**src/rtl/symbol_sync_nco_if.sv**
```systemverilog
// Sample/control stream into the symbol-timing NCO and the aligned strobe/interval stream out of it.
interface symbol_sync_nco_if #(
    parameter int SAMP_WIDTH = 12,
    parameter int DATA_WIDTH = 16,
    parameter int DEC_WIDTH  = 14
);
    logic                         sample_valid;
    logic signed [SAMP_WIDTH-1:0] sample_i;
    logic signed [SAMP_WIDTH-1:0] sample_q;
    logic                         lf_valid;
    logic signed [DATA_WIDTH-1:0] lf_data;
    logic                         out_valid;
    logic signed [SAMP_WIDTH-1:0] out_i;
    logic signed [SAMP_WIDTH-1:0] out_q;
    logic                         mk;
    logic [DEC_WIDTH-1:0]         mu;
    logic                         w_clamped;

    modport master (
        output sample_valid, sample_i, sample_q, lf_valid, lf_data,
        input  out_valid, out_i, out_q, mk, mu, w_clamped
    );

    modport slave (
        input  sample_valid, sample_i, sample_q, lf_valid, lf_data,
        output out_valid, out_i, out_q, mk, mu, w_clamped
    );
endinterface

```
**src/rtl/symbol_sync_nco.sv**
```systemverilog
// Modulo-1 decrementing NCO: emits symbol strobe mk and fractional interval mu for the
// interpolator, stepping once per valid input sample by the clamped control word w.
module symbol_sync_nco #(
    parameter int SYM_WIDTH  = 1,
    parameter int INT_WIDTH  = 1,
    parameter int DEC_WIDTH  = 14,
    parameter int SAMP_WIDTH = 12,
    parameter logic [DEC_WIDTH-1:0] W0       = 'h2000,
    parameter logic [DEC_WIDTH-1:0] W_MIN    = 'h1800,
    parameter logic [DEC_WIDTH-1:0] W_MAX    = 'h2800,
    parameter logic [DEC_WIDTH-1:0] ETA_INIT = 'h2000
) (
    input  logic            clk,
    input  logic            rst,
    symbol_sync_nco_if.slave bus
);
    localparam int DATA_WIDTH = SYM_WIDTH + INT_WIDTH + DEC_WIDTH;
    localparam int EXT        = DATA_WIDTH + 1 - DEC_WIDTH;

    logic [DEC_WIDTH-1:0] w;
    logic [DEC_WIDTH-1:0] eta;

    // Control word: W0 + lf_data, one bit wider than the filter word so it cannot wrap.
    logic signed [DATA_WIDTH:0] w_sum;
    logic                       too_low;
    logic                       too_high;
    logic [DEC_WIDTH-1:0]       w_next;

    always_comb begin
        w_sum    = $signed({{EXT{1'b0}}, W0}) + $signed({bus.lf_data[DATA_WIDTH-1], bus.lf_data});
        too_low  = w_sum < $signed({{EXT{1'b0}}, W_MIN});
        too_high = w_sum > $signed({{EXT{1'b0}}, W_MAX});
        w_next   = w_sum[DEC_WIDTH-1:0];
        if (too_low)
            w_next = W_MIN;
        else if (too_high)
            w_next = W_MAX;
    end

    // NCO step; the modulo-1 wrap is simply the low DEC_WIDTH bits of the difference.
    logic signed [DEC_WIDTH+1:0] diff;
    logic                        underflow;
    logic [DEC_WIDTH:0]          two_eta;
    logic [DEC_WIDTH-1:0]        mu_next;

    always_comb begin
        diff      = $signed({2'b00, eta}) - $signed({2'b00, w});
        underflow = diff[DEC_WIDTH+1];
        two_eta   = {eta, 1'b0};
        mu_next   = two_eta[DEC_WIDTH] ? '1 : two_eta[DEC_WIDTH-1:0];
    end

    always_ff @(posedge clk) begin
        if (rst) begin
            w             <= W0;
            eta           <= ETA_INIT;
            bus.w_clamped <= 1'b0;
            bus.out_valid <= 1'b0;
            bus.mk        <= 1'b0;
            bus.mu        <= '0;
            bus.out_i     <= '0;
            bus.out_q     <= '0;
        end else begin
            bus.out_valid <= bus.sample_valid;
            bus.mk        <= bus.sample_valid & underflow;
            if (bus.lf_valid) begin
                w <= w_next;
                if (too_low || too_high)
                    bus.w_clamped <= 1'b1;
            end
            if (bus.sample_valid) begin
                eta       <= diff[DEC_WIDTH-1:0];
                bus.out_i <= bus.sample_i;
                bus.out_q <= bus.sample_q;
                if (underflow)
                    bus.mu <= mu_next;
            end
        end
    end
endmodule

```
**src/flat_wrapper.sv**
```systemverilog
// flat-port wrapper written by rule: the top's interface ports become plain ports
module symbol_sync_nco_flat 
#(
    parameter int SYM_WIDTH  = 1,
    parameter int INT_WIDTH  = 1,
    parameter int DEC_WIDTH  = 14,
    parameter int SAMP_WIDTH = 12,
    parameter logic [DEC_WIDTH-1:0] W0       = 'h2000,
    parameter logic [DEC_WIDTH-1:0] W_MIN    = 'h1800,
    parameter logic [DEC_WIDTH-1:0] W_MAX    = 'h2800,
    parameter logic [DEC_WIDTH-1:0] ETA_INIT = 'h2000
)
  (clk, rst, bus_sample_valid, bus_sample_i, bus_sample_q, bus_lf_valid, bus_lf_data, bus_out_valid, bus_out_i, bus_out_q, bus_mk, bus_mu, bus_w_clamped);
  symbol_sync_nco_if #(.SAMP_WIDTH(SAMP_WIDTH), .DATA_WIDTH((16)), .DEC_WIDTH(DEC_WIDTH)) bus_i ();
  input  logic clk;
  input  logic rst;
  input wire logic [$bits(bus_i.sample_valid)-1:0] bus_sample_valid;
  input wire logic [$bits(bus_i.sample_i)-1:0] bus_sample_i;
  input wire logic [$bits(bus_i.sample_q)-1:0] bus_sample_q;
  input wire logic [$bits(bus_i.lf_valid)-1:0] bus_lf_valid;
  input wire logic [$bits(bus_i.lf_data)-1:0] bus_lf_data;
  output wire logic [$bits(bus_i.out_valid)-1:0] bus_out_valid;
  output wire logic [$bits(bus_i.out_i)-1:0] bus_out_i;
  output wire logic [$bits(bus_i.out_q)-1:0] bus_out_q;
  output wire logic [$bits(bus_i.mk)-1:0] bus_mk;
  output wire logic [$bits(bus_i.mu)-1:0] bus_mu;
  output wire logic [$bits(bus_i.w_clamped)-1:0] bus_w_clamped;
  assign bus_i.sample_valid = bus_sample_valid;
  assign bus_i.sample_i = bus_sample_i;
  assign bus_i.sample_q = bus_sample_q;
  assign bus_i.lf_valid = bus_lf_valid;
  assign bus_i.lf_data = bus_lf_data;
  assign bus_out_valid = bus_i.out_valid;
  assign bus_out_i = bus_i.out_i;
  assign bus_out_q = bus_i.out_q;
  assign bus_mk = bus_i.mk;
  assign bus_mu = bus_i.mu;
  assign bus_w_clamped = bus_i.w_clamped;
  symbol_sync_nco #(.SYM_WIDTH(SYM_WIDTH), .INT_WIDTH(INT_WIDTH), .DEC_WIDTH(DEC_WIDTH), .SAMP_WIDTH(SAMP_WIDTH), .W0(W0), .W_MIN(W_MIN), .W_MAX(W_MAX), .ETA_INIT(ETA_INIT)) u_core (.clk(clk), .rst(rst), .bus(bus_i));
endmodule
```
**config.mk**
```make
export PLATFORM = sky130hd
export DESIGN_NAME = symbol_sync_nco_flat
export DESIGN_NICKNAME = d
export VERILOG_FILES = /design/src/rtl/symbol_sync_nco_if.sv /design/src/rtl/symbol_sync_nco.sv /design/src/flat_wrapper.sv
export SDC_FILE = /design/constraint.sdc
export NUM_CORES = 1
export LEC_CHECK = 0
export ABC_AREA = 1
export CELL_PAD_IN_SITES_DETAIL_PLACEMENT = 0
export CELL_PAD_IN_SITES_GLOBAL_PLACEMENT = 1
export CORE_MARGIN = 2
export CORE_UTILIZATION = 37
export CTS_CLUSTER_DIAMETER = 50
export DETAILED_ROUTE_END_ITERATION = 8
export PLACE_DENSITY_LB_ADDON = 0.1
export SYNTH_ARGS = -nofsm -noshare
export SYNTH_HDL_FRONTEND = slang
export SYNTH_SLANG_ARGS = --single-unit
```
**constraint.sdc**
```tcl
create_clock -name clk -period 5 [get_ports clk]
set_input_delay 1.5 -clock clk [delete_from_list [all_inputs] [get_ports clk]]
set_output_delay 1.5 -clock clk [all_outputs]
set_load 0.1 [all_outputs]
```
# ---- Yosys cells after proc, flatten, opt, wreduce, memory -nomap -nowiden
# Cells that the tools add are included.
dict set report totals {
  reg_bits 69
  input_bits 44
  elab_cells 19
}
dict set report op_classes {
  n_mux 3
  addsub 2
  magnitude_cmp 2
  bitwise 1
  n_reduce_logical 3
}
# op n
set op_table {}
lappend op_table {{$mux 14} 3}
lappend op_table {{$add 15x16->17 const A} 1}
lappend op_table {{$gt 17x15->1 const B} 1}
lappend op_table {{$lt 17x14->1 const B} 1}
lappend op_table {{$sub 14x14->15} 1}
lappend op_table {{$reduce_and 2->1} 2}
lappend op_table {{$and 1x1->1} 1}
lappend op_table {{$logic_or 1x1->1} 1}

# ---- Longest topological paths before layout
# Gate-level depths: netlist of run 1.
dict set report logic_depth {
  word_depth 4
  mapped_depth 14
  depth_no_buf 14
}

# ---- Worst setup path before layout of run 1
# OpenSTA, ideal clock, no wires.
dict set report synth_path {
  path_type {input to register}
  startpoint {input bus_lf_data[13]}
  endpoint {register u_core.w[13]}
  required_ps 4885
  path_stages 11
  setup_ps 115
  path_slack_ps 2445
  n_path_buf 1
  arrival_ps 2440
  path_cell_list {inv_1 > ha_1 > inv_1 > nor2_1 > nor2_1 > nand2_1 > nand2_1 > buf_2 > nand2_1 > nand2_1 > nand2_1}
}
dict set report synth_via {
  elab_chain_len 4
  elab_cells_between_ends 5
}
# item line
set synth_rtl {}
lappend synth_rtl {{start: declaration} flat_wrapper.sv:21} ;# input wire logic [$bits(bus_i.lf_data)-1:0] bus_lf_data;
lappend synth_rtl {{$add 15x16->17 *} symbol_sync_nco.sv:30} ;# w_sum = $signed({{EXT{1'b0}}, W0}) + $signed({bus.lf_data[DATA_WIDTH-1], bus.lf_data});
lappend synth_rtl {{$gt 17x15->1} symbol_sync_nco.sv:32} ;# too_high = w_sum > $signed({{EXT{1'b0}}, W_MAX});
lappend synth_rtl {{$mux 14} symbol_sync_nco.sv:36} ;# else if (too_high)
lappend synth_rtl {{$mux 14 *} symbol_sync_nco.sv:34} ;# if (too_low)
lappend synth_rtl {{end signal: assignment} symbol_sync_nco.sv:67} ;# w <= w_next;
lappend synth_rtl {{end: declaration} symbol_sync_nco.sv:20} ;# logic [DEC_WIDTH-1:0] w;
# Every way passes the cells marked *; elsewhere a longest branch is shown, timed or not.
# A chain may end at the register's enable or synchronous reset.

# ---- Final worst setup path of run 1
dict set report layout_path {
  startpoint {register u_core.bus.out_q[10]}
  endpoint {output bus_out_q[10]}
}
# item line
set layout_lines {}
lappend layout_lines {{start: declaration} symbol_sync_nco_if.sv:26} ;# output out_valid, out_i, out_q, mk, mu, w_clamped
lappend layout_lines {{start signal: assignment} symbol_sync_nco.sv:74} ;# bus.out_q <= bus.sample_q;
lappend layout_lines {{end: declaration} flat_wrapper.sv:24} ;# output wire logic [$bits(bus_i.out_q)-1:0] bus_out_q;
# No word-level cell between the ends.

==> flow_results.org, run 1 <==
** Pwr
- The design draws about 1.9 mW.
- IR Drop Worst-Case VDD :: around 0.18 mV
- Power density of the placed cells :: roughly 410 mW/mm^2
- Leakage power :: roughly 2.2 nW

** Critical path
- Worst Path Buf+Inv :: 1
- Critical Path Fanout Max :: 2
- CP peak stage delay :: 1.15 ns
- At the worst endpoint, the required time is 3.50 ns.
- The worst setup path is captured at an output pin.
- Sequence of cells on the critical path :: clkdlybuf4s50_1
- CP max stage cell :: sky130_fd_sc_hd__clkdlybuf4s50_1
- The cell family contributing the most delay on the critical path is buffers and inverters.
- Arrival time reported for the critical path endpoint :: ~1.9 ns
- Crit Path Category :: register to output pin
- Setup crit start kind :: register

** Floorplan
- Die Area :: roughly 0.010 sq mm
- Die Y-Extent :: between 100 and 150 um
- Starting density of the core :: 0.382
- Core area :: 0.00924 sq mm
- Die Width :: just over 100 um
- 85 I/O pins were placed.
- Count of standard-cell rows :: 35

** Finish
- Share of layout cells above drive strength 1 :: 0.0477
- At the end of the flow, the number of nets in the layout was 665.
- The finished cells cover around 0.0047 sq mm.
- Relative to the synthesized area, the layout overhead comes to 32.0%.
- The repair_antennas step left the layout with diodes totalling 0.

** Clock network
- The number of gates resized after CTS was 0.
- After clock tree synthesis, the clock-pin slew on the worst setup and hold paths is approximately 0.090 ns.
- Postcts setup bufs :: 0
- Bufs on Longest Clock Path :: 2
- In this run the clock root is driven by a sky130_fd_sc_hd__clkbuf_8.
- The number of clock buffers added by TritonCTS is 9.
- Clock H-tree levels :: 3
- Buffers inserted to repair hold after CTS numbered 0.
- Worst skew pair latency :: around 0.35 ns
- Sink Count :: 69
- TritonCTS built the clock tree.

** STA
- Post-route setup TNS :: 0 ns
- FMAX :: just under 0.3 GHz
- The final number of hold-violating endpoints was 0.
- Setup slack of the critical path after layout :: between 1.5 and 2 ns
- Setup repair after global routing missed its margin :: no
- The final number of max-transition violations is 0.
- Ratio of final minimum period to clock period :: 0.670
- Final worst path period need :: 3.35 ns
- Total setup violations reported at the end of the flow :: 0
- The tightest hold path in the finished design has a slack of roughly 0.47 ns.
- Measured against its own limit, the worst slew margin works out to 0.227.
- At the pin with the least slew margin, the transition time is 1.16 ns.
- Post-route clock skew :: approximately 0.0073 ns

** Place
- # port buffers :: 84
- OpenSTA, run right after detailed placement, puts the worst setup slack at ~1.6 ns.
- Once placement finished, the instance area stood at roughly 0.0045 sq mm.
- Last weighted congestion value of the routability-driven placer :: around 0.9
- Sum of net half-perimeters after detailed placement :: between 6 and 7 mm

** Synthesis
- The mapped netlist covers ~0.0035 sq mm.
- During synthesis, Yosys emitted a total of 0 warnings.
- After synthesis, the netlist uses 30 different library cells.
- Number of standard cells after synthesis :: approximately 530
- Sequential element share of the synthesized area :: 0.391
- The average instance in the mapped netlist occupies around 6.7 sq um.
- After synthesis the netlist holds a flip-flop and latch count of between 60 and 70.
- Post-synth net total :: 588

** Routing
- Dividing the detail-routed wire length by the instance count gives 12.3 um.
- Count of nets left with antenna violations after detail routing :: 0
- In the routed design, unresolved DRC markers number 0.
- Summing over every cut layer, the via total after detailed routing is 3376.
- TritonRoute pass-1 iters :: 4
- Using the TritonRoute via totals, the vias-per-cell ratio works out to 4.58.
- First-iteration detailed-routing DRC count :: 90
- For this block, the routed nets add up to 9.10 mm of wire.

** Run
- Across the run, the number of max-cap violations was 0.

** Outcome
- The run finished with clean final reports.

** GRT
- The number of antenna violations at the first check in global routing is 0.
- For this run, the total global-route usage over all layers was measured as 0.186.
- First-pass GRT wire length :: approximately 15 mm
- Gr ovfl total :: 0
- Entering global routing, the biggest net connects 43 pins.
- The via count of the first global-routing pass came to about 3200.

** Hold path
- The tightest min-delay check is of the register to register type.
==> worst paths after layout <==
| check | to | cells after the start | slack [ns] | startpoint |
|---|---|---|---|---|
| setup / recovery | bus_out_q[10] | 1 | 1.65 | u_core.bus.out_q[10] |
| hold / removal | u_core.bus.mu[0] | 2 | 0.47 | u_core.bus.mu[0] |
| setup reg to reg | u_core.bus.mu[12] | 13 | 2.81 | u_core.eta[0] |
| hold reg to reg | u_core.bus.mu[0] | 2 | 0.47 | u_core.bus.mu[0] |
==> cells in the mapped netlist, drive strengths merged <==
| library cell | instances | area (sq um) |
|---|---|---|
| a21boi | 1 | 7.51 |
| a21oi | 36 | 191 |
| and2 | 1 | 6.26 |
| buf | 7 | 45.0 |
| clkbuf | 14 | 52.6 |
| dfxtp | 69 | 1380 |
| fa | 1 | 20.0 |
| ha | 17 | 213 |
| inv | 78 | 293 |
| nand2 | 128 | 485 |
| nand3 | 46 | 248 |
| nand3b | 2 | 18.8 |
| nand4 | 5 | 31.3 |
| nor2 | 74 | 285 |
| nor3 | 2 | 10.0 |
| o211ai | 2 | 15.0 |
| o21ai | 37 | 185 |
| or2 | 3 | 18.8 |
| xor2 | 3 | 26.3 |
==> registers in the layout (all words and copies together), names as in the netlist <==
name                  flops
u_core.bus.mk             1
u_core.bus.mu            14
u_core.bus.out_i         12
u_core.bus.out_q         12
u_core.bus.out_valid      1
u_core.bus.w_clamped      1
u_core.eta               14
u_core.w                 14
==> routing by layer <==
metal  track usage  part of all wire  vias up  wire (um)
li1              -                 -     1802          -
met1         0.230              0.46     1502       4230
met2         0.312              0.47       61       4280
met3        0.0552             0.049       11        442
met4        0.0582             0.017        0        151
met5             0                 0        -          0
==> final cells by class <==
cell class,count,area [sq um]
Timing Repair Buffer,87,863
Clock buffer,9,124
Multi-Input combinational cell,358,1760
Clock inverter,7,80.1
Fill cell,939,4580
Tap cell,129,161
Sequential cell,69,1380
Inverter,78,293
==> tightest hold or removal path, cell delays in order, from the launching register on <==
cell and delay (ns):
sky130_fd_sc_hd__dfxtp_1 0.32, sky130_fd_sc_hd__nand2_1 0.06, sky130_fd_sc_hd__a21oi_1 0.05
==> power by group <==
part / leakage (nW) / total (mW) / switching (mW) / internal [mW]
clock: 0.0968 / 0.477 / 0.240 / 0.236
sequential: 0.571 / 0.643 / 0.0335 / 0.609
combinational: 1.50 / 0.774 / 0.552 / 0.222
==> logic make-up (layout without fill, tap and decap cells) <==
logic type,count (synthesis),count (layout),share of synthesized area
AND/OR/NAND/NOR,261,261,0.312
buffers and inverters,99,181,0.110
AO/OA/AOI/OAI,76,76,0.113
flip-flops,69,69,0.391
adder cells (fa/ha/maj),18,18,0.0659
XOR/XNOR,3,3,0.00744
==> metrics by stage <==
step                utilization  cells
global placement          0.483    721
floorplan                     -    526
CTS                       0.505    737
detailed placement        0.483    721
finish                    0.505    737
global route              0.505    737
==> layout by cell type (no fill, tap or decap), drive strengths merged <==
master	count
clkbuf	9
or2	3
a21boi	1
clkinv	1
nand2	128
fa	1
o21ai	37
xor2	3
buf	3
dfxtp	69
o211ai	2
nor3	2
nor2	74
ha	17
and2	1
nand4	5
clkinvlp	2
nand3	46
inv	81
nand3b	2
clkdlybuf4s50	84
a21oi	36
bufinv	1
No activity file was read; power rests on OpenSTA's default activity.
==> run 2, diff against run 1 <==
CORE_UTILIZATION = 35   (was 37)
clock period = 3.3 ns   (was 5 ns; I/O delays follow)
==> run 2 against run 1 <==
Effect of this change:
- sequential share of layout area increased by 0.48 points
- combinational power increased by 50%
- die area increased by 5.5%
- highest routed layer unchanged
- largest cell class unchanged
- register-to-register slack got worse by 1.7 ns
- count of clock-buffer cells in the layout unchanged
- non-clock buffer count increased by 2
- final cell count increased by 0.68%
- hold slack about the same
==> flow_results.org, run 2 (synthesis results as in run 1) <==
** Outcome
- Result of the run :: completed (unchanged)

** Pwr
- The leakage dissipation came to 2.25 nW (was 2.17 nW).
- The net switching share of the total power is 0.438 (was 0.436).
- Power density of the placed cells :: 615 mW/mm^2 (was 406 mW/mm^2)
- The combinational group share of total power was 0.411 (was 0.409).
- The highest ir drop seen on vdd came to 0.238 mV (was 0.180 mV).
- Internal power component :: 1.59 mW (was 1.07 mW)
- Share of total power in the clock network :: 0.243 (was 0.252)
- Part of the power in registers :: 0.346 (was 0.339)
- The total net switching power was 1.24 mW (was 0.826 mW).

** Clock network
- The TritonCTS clock tree is yes (unchanged).
- Clock H-tree levels :: 3 (unchanged)
- The number of post-CTS setup repair buffers is 0 (unchanged).
- Sink Count :: 69 (unchanged)
- The post-cts hold buffer count was 0 (unchanged).
- The cell chosen for the clock root is sky130_fd_sc_hd__clkbuf_8 (unchanged).
- The number of instances resized during post-cts repair came to 0 (unchanged).
- The number of buffers created by CTS is 9 (unchanged).
- The worst-skew pair later-pin latency was 0.35 ns (about the same).
- The number of buffers on the longest clock path came to 2 (unchanged).
- Register clock-pin slew on the reported worst setup and hold paths :: 0.07 ns (was 0.09 ns)

** STA
- The total negative slack for setup checks is 0 ns (unchanged).
- Final hold violation count :: 0 (unchanged)
- For this run, the top clock speed supported by timing is ~0.41 GHz.
- The transition time of the tightest slew-check pin came to 0.562 ns (was 1.16 ns).
- Number of pins exceeding their max-slew limit in the final report :: 0 (unchanged)
- Total setup violations reported at the end of the flow :: 0 (unchanged)
- Ratio of final minimum period to clock period :: 0.744
- Final worst path period need :: approximately 2.5 ns
- The worst-case clock skew is 0.00888 ns (was 0.00725 ns).
- Setup repair after global routing missed its margin :: no (unchanged)
- The worst slew margin relative to its limit came to 0.625 (was 0.227).

** Routing
- The number of design-rule violations left by the first detailed-router iteration came to 131 (was 90).
- The detailed-router iteration count before antenna repair came to 4 (unchanged).
- The via count of the routed design is 3424 (was 3376).
- Wire length per cell after detailed routing :: 12.6 um (was 12.3 um)
- The detailed-route wire length is 9.35 mm (was 9.10 mm).
- The number of nets with antenna violations after routing was 0 (unchanged).
- The number of vias per cell after detailed routing came to 4.61 (was 4.58).
- DR DRC count :: 0 (unchanged)

** GRT
- Number of antenna violations at the first check in global routing :: 0 (unchanged)
- Total routing resource utilization after global routing :: 0.177 (was 0.186)
- The via count of the first global-routing pass came to 3348 (was 3243).
- Maximum number of pins on one net before global-route repair :: 40 (was 43)
- Gr ovfl total :: 0 (unchanged)
- The first-pass GRT wire length came to 15.7 mm (was 15.0 mm).

** Critical path
- Critical Path Fanout Max :: 13 (was 2)
- Data required, critical path :: 3.58 ns (was 3.50 ns)
- Sequence of cells on the critical path: clkdlybuf4s50_1 -> inv_1 -> ha_1 -> inv_1 -> nor2_1 -> nor2_1 -> nand2_1 -> nand2_1 -> nand3_1 -> a21oi_1 (was clkdlybuf4s50_1).
- End of the worst register-to-register path :: u_core.bus.mu[7] (was u_core.bus.mu[12])
- The critical path class is primary input to register (was register to output pin).
- The start of the worst register-to-register path is u_core.eta[0] (unchanged).
- FF-to-FF setup slack :: 1.13 ns (was 2.81 ns)
- CP peak stage delay :: 0.53 ns (was 1.15 ns)
- The worst path arrival time was 2.73 ns (was 1.85 ns).
- The critical path's slowest cell is sky130_fd_sc_hd__clkdlybuf4s50_1 (unchanged).
- The nature of the critical path endpoint was a register (was output pin).
- The worst reg-to-reg path cell count is 13 (unchanged).
- Setup crit start kind :: primary input (was register)

** Run
- The max capacitance violation total was 0 (unchanged).

** Hold path
- Startpoint of the tightest hold check path :: u_core.w[1] (was u_core.bus.mu[0])
- Capture endpoint of the worst hold path :: u_core.w[1] (was u_core.bus.mu[0])
- The type of the tightest min-delay check is register to register (unchanged).
- The instance count along the most critical hold path is 2 (unchanged).

** Finish
- Net count, final :: 667 (was 665)
- Top library cells by usage in the layout, fill and taps aside: sky130_fd_sc_hd__nand2_1, sky130_fd_sc_hd__inv_1, sky130_fd_sc_hd__nor2_1 (was sky130_fd_sc_hd__nand2_1, sky130_fd_sc_hd__clkdlybuf4s50_1, sky130_fd_sc_hd__inv_1).
- The most common cell after layout, fill and taps aside is sky130_fd_sc_hd__nand2_1 (unchanged).
- Final Non-Filler Cells :: 742 (was 737)
- Number of antenna repair diodes :: 0 (unchanged)
- The area added between synthesis and finish was 29.9% (was 32.0%).
- Largest registers: u_core.bus.mu: 14 flops, u_core.eta: 14 flops, u_core.w: 14 flops (unchanged).
- Layout filler cell count :: 1043 (was 939)
- Share of layout cells above drive strength 1 :: 0.117 (was 0.0477)

** Floorplan
- The core region area was 0.00977 sq mm (was 0.00924 sq mm).
- The initial core utilization was 0.361 (was 0.382).
- Die Y-Extent :: 104 um (was 102 um)
- Die Width :: 104 um (was 102 um)
- Count of standard-cell rows :: 36 (was 35)
- The die footprint is 0.0109 sq mm (was 0.0103 sq mm).
- The number of top-level pins is 85 (unchanged).

** Place
- Sum of net half-perimeters after detailed placement :: 6.99 mm (was 6.65 mm)
- The last weighted congestion value of the routability-driven placer came to 0.813 (was 0.881).
- # port buffers :: 84 (unchanged)
- The cell count after placement was 727 (was 721).
run 2: changes by cell type in the layout (fill, tap and decap cells not counted):
cell                              delta
sky130_fd_sc_hd__buf_4              +41
sky130_fd_sc_hd__clkdlybuf4s50_1    -41
sky130_fd_sc_hd__buf_12              +2
sky130_fd_sc_hd__clkinv_2            +2
sky130_fd_sc_hd__inv_6               -2
sky130_fd_sc_hd__clkinv_4            -1
run 2: final cells by class:
cell class | count | area, sq um | area share
clock inverters | 6 | 63.8 | 0.0139
well taps | 133 | 166 | 0.0362
flip-flops and latches | 69 | 1380 | 0.301
multi-input cells | 358 | 1760 | 0.384
clock buffers | 9 | 124 | 0.0270
repair buffers | 89 | 801 | 0.174
inverters | 78 | 293 | 0.0638
run 2: through the flow:
stage	setup WS, ns	hold WS (ns)	utilization	power, mW	cell area, sq um
2_1_floorplan	1.26	0.440	-	1.89	3530
3_3_place_gp	0.506	0.451	0.450	2.16	4400
3_5_place_dp	0.477	0.447	0.450	2.16	4400
4_1_cts	0.832	0.465	0.470	2.85	4590
5_1_grt	0.590	0.491	0.470	3.00	4590
6_report	0.844	0.466	0.470	2.82	4590
run 2: power groups by stage:
stage          sequential, mW  clock [mW]  combinational (mW)
2_1_floorplan            1.42           0               0.468
3_3_place_gp            0.994           0                1.16
3_5_place_dp            0.997           0                1.17
4_1_cts                 0.978       0.706                1.17
5_1_grt                 0.987       0.747                1.27
6_report                0.976       0.686                1.16
run 2: critical path: cells and delay by family:
kind | cells | cell delay (ns)
compound gates | 1 | 0.16
fa+ha+maj | 1 | 0.29
buf+inv | 3 | 0.66
simple gates | 5 | 0.65
run 2: how the worst max path moves through the flow:
stage	startpoint	endpoint	slack (ns)
3_5_place_dp	bus_lf_data[13]	u_core.w[4]	0.48
4_1_cts	bus_lf_data[13]	u_core.w[0]	0.83
2_1_floorplan	bus_lf_data[13]	u_core.w[13]	1.26
3_3_place_gp	bus_lf_data[13]	u_core.w[9]	0.51
5_1_grt	bus_lf_data[13]	u_core.w[10]	0.59
6_report	bus_lf_data[13]	u_core.w[0]	0.84
run 2: layer usage:
metal	up-vias	track usage	share of wire
li1	1807	-	-
met1	1533	0.222	0.48
met2	71	0.296	0.46
met3	13	0.0432	0.044
met4	0	0.0627	0.017
met5	-	0	0
